### src/rtl/rst_seq_xil7series.sv
// rst_seq_xil7series
//   Reset sequencer that follows the PLL clock generator and runs on the
//   generated system clock. It synchronises the PLL lock flag, holds every
//   reset domain for HOLD_CYCLES, then releases the NUM_RST active-low resets
//   one after another, STAGE_GAP cycles apart. Lock loss or a software reset
//   request re-asserts every domain at once. Lock-loss events are recorded in
//   a sticky flag and, optionally, in a saturating counter.
//
//   Optional feature macro: RST_SEQ_LOCK_CNT_EN
//     defined   -> lock_loss_cnt_o counts lock-loss events and saturates at 8'hFF
//     undefined -> no counter logic; lock_loss_cnt_o is tied to 8'h00
//
//   Ports
//     clk_sys          in   system clock (single clock domain)
//     rst_sys_n        in   asynchronous active-low reset
//     pll_locked_i     in   PLL LOCKED, asynchronous, synchronised internally
//     sw_rst_req_i     in   one-cycle software reset request
//     lock_lost_clr_i  in   clears lock_lost_o
//     rst_n_o          out  sequenced active-low resets, bit 0 releases first
//     rst_done_o       out  high while every channel is released
//     lock_lost_o      out  sticky lock-loss flag
//     lock_loss_cnt_o  out  saturating lock-loss event count
module rst_seq_xil7series #(
  parameter int NUM_RST     = 4,
  parameter int SYNC_STAGES = 2,
  parameter int HOLD_CYCLES = 16,
  parameter int STAGE_GAP   = 8
) (
  input  logic               clk_sys,
  input  logic               rst_sys_n,
  input  logic               pll_locked_i,
  input  logic               sw_rst_req_i,
  input  logic               lock_lost_clr_i,
  output logic [NUM_RST-1:0] rst_n_o,
  output logic               rst_done_o,
  output logic               lock_lost_o,
  output logic [7:0]         lock_loss_cnt_o
);

  localparam int CNT_MAX = (HOLD_CYCLES > STAGE_GAP) ? HOLD_CYCLES : STAGE_GAP;
  localparam int CNT_W   = (CNT_MAX > 1) ? $clog2(CNT_MAX) : 1;

  localparam logic [CNT_W-1:0] HOLD_LAST = CNT_W'(HOLD_CYCLES - 1);
  localparam logic [CNT_W-1:0] GAP_LAST  = CNT_W'(STAGE_GAP - 1);

  typedef enum logic [1:0] {
    WAIT_LOCK,
    HOLD,
    RELEASE,
    RUN
  } state_t;

  state_t                 state_q;
  logic [SYNC_STAGES-1:0] sync_q;
  logic [CNT_W-1:0]       cnt_q;
  logic [NUM_RST-1:0]     rstN_q;
  logic                   done_q;
  logic                   lockLost_q;
  logic                   lockedS;
  logic                   lockLossEvent;

  // The lock flag comes straight from the PLL with no relation to clk_sys,
  // so it passes through a plain shift-register synchroniser first.
  always_ff @(posedge clk_sys or negedge rst_sys_n) begin
    if (!rst_sys_n) begin
      sync_q <= '0;
    end else begin
      sync_q <= {sync_q[SYNC_STAGES-2:0], pll_locked_i};
    end
  end

  assign lockedS = sync_q[SYNC_STAGES-1];

  // A lock-loss event is any cycle where the synchronised lock flag is low
  // while the sequencer has already left WAIT_LOCK; this is exactly the
  // condition that sends the FSM back to WAIT_LOCK.
  assign lockLossEvent = (state_q != WAIT_LOCK) && !lockedS;

  // Sequencing FSM. Released channels are tracked directly in rstN_q: the
  // next channel is released by shifting in another 1, so the channels fill
  // from bit 0 upwards and the top bit tells us every channel is out of
  // reset. Lock loss is checked before the software request so that lock
  // loss wins when both happen in the same cycle.
  always_ff @(posedge clk_sys or negedge rst_sys_n) begin
    if (!rst_sys_n) begin
      state_q <= WAIT_LOCK;
      cnt_q   <= '0;
      rstN_q  <= '0;
      done_q  <= 1'b0;
    end else begin
      case (state_q)
        WAIT_LOCK: begin
          rstN_q <= '0;
          done_q <= 1'b0;
          if (lockedS) begin
            state_q <= HOLD;
            cnt_q   <= '0;
          end
        end
        default: begin
          if (!lockedS) begin
            state_q <= WAIT_LOCK;
            cnt_q   <= '0;
            rstN_q  <= '0;
            done_q  <= 1'b0;
          end else if (sw_rst_req_i) begin
            state_q <= HOLD;
            cnt_q   <= '0;
            rstN_q  <= '0;
            done_q  <= 1'b0;
          end else begin
            case (state_q)
              HOLD: begin
                if (cnt_q == HOLD_LAST) begin
                  state_q <= RELEASE;
                  cnt_q   <= '0;
                  rstN_q  <= NUM_RST'(1);
                end else begin
                  cnt_q <= cnt_q + CNT_W'(1);
                end
              end
              RELEASE: begin
                if (rstN_q[NUM_RST-1]) begin
                  state_q <= RUN;
                  done_q  <= 1'b1;
                end else if (cnt_q == GAP_LAST) begin
                  cnt_q  <= '0;
                  rstN_q <= (rstN_q << 1) | NUM_RST'(1);
                end else begin
                  cnt_q <= cnt_q + CNT_W'(1);
                end
              end
              RUN: begin
                done_q <= 1'b1;
              end
              default: begin
                state_q <= WAIT_LOCK;
              end
            endcase
          end
        end
      endcase
    end
  end

  // Sticky lock-loss flag; a new event in the same cycle as a clear keeps
  // the flag set so no event is ever silently dropped.
  always_ff @(posedge clk_sys or negedge rst_sys_n) begin
    if (!rst_sys_n) begin
      lockLost_q <= 1'b0;
    end else if (lockLossEvent) begin
      lockLost_q <= 1'b1;
    end else if (lock_lost_clr_i) begin
      lockLost_q <= 1'b0;
    end
  end

`ifdef RST_SEQ_LOCK_CNT_EN
  logic [7:0] lockCnt_q;

  // Saturating event counter; only the system reset clears it.
  always_ff @(posedge clk_sys or negedge rst_sys_n) begin
    if (!rst_sys_n) begin
      lockCnt_q <= 8'h00;
    end else if (lockLossEvent && (lockCnt_q != 8'hFF)) begin
      lockCnt_q <= lockCnt_q + 8'h01;
    end
  end

  assign lock_loss_cnt_o = lockCnt_q;
`else
  assign lock_loss_cnt_o = 8'h00;
`endif

  assign rst_n_o     = rstN_q;
  assign rst_done_o  = done_q;
  assign lock_lost_o = lockLost_q;

endmodule

### config.mk
export PLATFORM = sky130hd
export DESIGN_NAME = rst_seq_xil7series
export DESIGN_NICKNAME = d
export VERILOG_FILES = /design/src/rtl/rst_seq_xil7series.sv
export SDC_FILE = /design/constraint.sdc
export NUM_CORES = 1
export LEC_CHECK = 0
export CORE_MARGIN = 3
export CORE_UTILIZATION = 49
export DETAILED_ROUTE_END_ITERATION = 8
export HOLD_SLACK_MARGIN = 0.03
export PLACE_DENSITY = 0.8
export SLEW_MARGIN = 20
export SYNTH_ARGS = -nofsm -noshare
export SYNTH_HDL_FRONTEND = slang
export SYNTH_SLANG_ARGS = --single-unit
### constraint.sdc
create_clock -name clk_sys -period 2.5 [get_ports clk_sys]
set_input_delay 0.25 -clock clk_sys [delete_from_list [all_inputs] [get_ports clk_sys]]
set_output_delay 0.25 -clock clk_sys [all_outputs]
set_load 0.005 [all_outputs]
==> impl_metrics.tcl <==
set metrics [dict create \
    status "complete, no violations" \
    cts_tree "done" \
    antenna_cells 0 \
    worstSetupPathType "reg2reg" \
    start_kind "flop" \
    relSlewSlack_pct 59.5 \
    avgSynthCellArea_um2 9.40 \
    path_clk_slew_ns 0.08 \
    overflow 0 \
    layout_commonest_cell "dfrtp_1" \
    final_cell_mix "dfrtp_1, clkdlybuf4s50_1, conb_1, nand2b_1, nor2_1" \
    io_pins 19 \
    vias 650 \
    ys_ff_latch 14 \
    slowest_stage "nor3b_1" \
    synth_area_um2 865 \
    p_per_area_mw_per_mm2 671 \
    maxCapViolations 0 \
    fin_tns_setup_ns 0 \
    antenna_found_initial 0 \
    finalNetCount 114 \
    routedWlPerCell_um 12.4 \
    fillers 138 \
    path_cells "inv_1 -> ha_1 -> nor3b_1 -> a32o_2 -> o41ai_1 -> a22o_1" \
    worst_slew_pin_slew_ns 0.606 \
    max_stage_delay_ns 0.52 \
    r2r_slack_ns 0.42 \
    drt_first_pass_iters 4 \
    dieArea_mm2 0.00230 \
    period_needed_ns 2.08 \
    row_count 14 \
    yosysUniqueCellTypes 34 \
    syn_to_final_growth_pct 11.9 \
    cp_data_arrival_time_ns 2.25 \
    worstSetupEndpointType "flop" \
    drc 0 \
    grt_pass1_vias 534 \
    power_mw 0.649 \
    die_h_um 48.0 \
    hold_viol_final 0 \
    clk_path_buf_depth 2 \
    worst_ir_drop_vdd_mv 0.430 \
    path_buf_inv 1 \
    grt_pass1_wl_um 2390 \
    period_share_pct 83.2 \
    track_usage_pct 15.4 \
    clock.fmax_ghz 0.481 \
    drt_iter0_drc 11 \
    postCtsHoldBufs 0 \
    via_per_inst 5.51 \
    cts_setup_buffers 0 \
    ant_nets 0 \
    required_ns 2.67 \
    port_buffers 10 \
    coreArea_mm2 0.00158 \
    yosysSeqAreaShare_pct 40.5 \
    fin_skew_ns 0.00432 \
    root_buffer "clkbuf_4" \
    min_path_type "in2async" \
    die_x_um 48.0 \
    wl_um 1470 \
    drive_gt1_share_pct 5.88 \
    cts-htree-levels 1 \
    path_delay_family "compound AO/OA/AOI/OAI gates" \
    hpwl_um 1090 \
    clkSinkCount 14 \
    slew_violations 0 \
    grt_max_degree 15 \
    place.gp.congestion 0.821 \
    ys_warn_count 0 \
    rsz0062_at_grt "no" \
    clk_latency_ns 0.28 \
    cts-resized-gates 0 \
    p_leak_nw 0.429 \
    initial_core_util_pct 54.8 \
    path_max_fanout 8 \
    cts_made_buffers 3 \
    setup_viol 0 \
    syn_inst 92 \
]
## sequential cells by signal, indices dropped and copies added, names as in the netlist
signal,count
cnt_q,4
rst_done_o,1
rst_n_o,4
state_q,2
sync_q,2
lock_lost_o,1
## synthesized netlist by cell type
library cell	number	share of area [%]
buf_6	1	1.3
o22ai_1	1	0.72
a21oi_1	4	2.3
mux2i_1	1	1.2
o41ai_1	1	1.0
buf_4	8	6.9
nand2_1	5	2.2
o31ai_1	1	0.87
ha_1	6	8.7
xnor2_1	1	1.0
and3_1	2	1.4
o311a_1	1	1.2
inv_1	5	2.2
a22o_1	2	2.0
nor3_1	1	0.58
nor2_1	7	3.0
nand2b_1	7	5.1
conb_1	1	0.43
o21ai_1	1	0.58
o21ai_0	5	2.9
clkbuf_1	1	0.43
nor4_1	1	0.72
nand3b_1	2	1.7
nor4b_1	1	1.0
buf_2	1	0.58
or4b_1	1	1.2
a21o_1	1	0.87
a32o_2	1	1.3
dfrtp_1	14	41
or3b_1	1	1.0
nor3b_1	1	0.87
a21oi_2	1	1.0
nand3_1	4	2.3
o211ai_1	1	0.87
## final timing paths
path / end / depth (start not counted) / from
worst max-delay path: cnt_q[3] / 6 / state_q[0]
max in group asynchronous: sync_q[0] / 1 / rst_sys_n
worst min register to register: sync_q[1] / 0 / sync_q[0]
worst max register to register: cnt_q[3] / 6 / state_q[0]
min in group clk_sys: sync_q[1] / 0 / sync_q[0]
worst min-delay path: state_q[1] / 1 / rst_sys_n
## worst reg2reg max path, cell delays in order, from the launching register on
cell     delay [ns]
dfrtp_1        0.42
inv_1          0.10
ha_1           0.29
nor3b_1        0.52
a32o_2         0.36
o41ai_1        0.09
a22o_1         0.18
## area by class of cell
| class | instances | area, µm² | area share, % |
|---|---|---|---|
| Multi-Input combinational cell | 69 | 442 | 45.7 |
| Tap cell | 16 | 20.0 | 2.07 |
| Sequential cell | 14 | 350 | 36.2 |
| Clock buffer | 4 | 36.3 | 3.75 |
| Inverter | 5 | 18.8 | 1.94 |
| Timing Repair Buffer | 10 | 100 | 10.3 |
## metal layers
layer | part of all wire, % | GRT usage, %
met1 | 48 | 20.8
met2 | 44 | 22.2
met3 | 5.2 | 4.51
met4 | 2.8 | 8.06
met5 | 0 | 0
## report_power, final
group / switching, mW / internal (mW)
sequential: 0.0271 / 0.253
combinational: 0.121 / 0.0868
clock: 0.0724 / 0.0887
## cells by family after synthesis
group / after synthesis / share of synthesized area, %
AO/OA/AOI/OAI: 20 / 15.6
buffers and inverters: 16 / 11.4
XOR/XNOR: 1 / 1.01
flip-flops: 14 / 40.5
other: 1 / 0.434
adder cells (fa/ha/maj): 6 / 8.68
AND/OR/NAND/NOR: 33 / 21.1
multiplexers: 1 / 1.16
## through the flow
| stage | instance area (µm²) | utilization, % | setup slack, ns | hold slack, ns | instances |
|---|---|---|---|---|---|
| after floorplan | 891 | - | 0.774 | -0.0456 | 99 |
| after global placement | 931 | 59.0 | 0.504 | 0.340 | 114 |
| after detailed placement | 931 | 59.0 | 0.461 | 0.343 | 114 |
| after CTS | 967 | 61.3 | 0.443 | 0.372 | 118 |
| after global routing | 967 | 61.3 | 0.277 | 0.378 | 118 |
| final | 967 | 61.3 | 0.419 | 0.341 | 118 |
No activity file was read; power rests on OpenSTA's default activity.
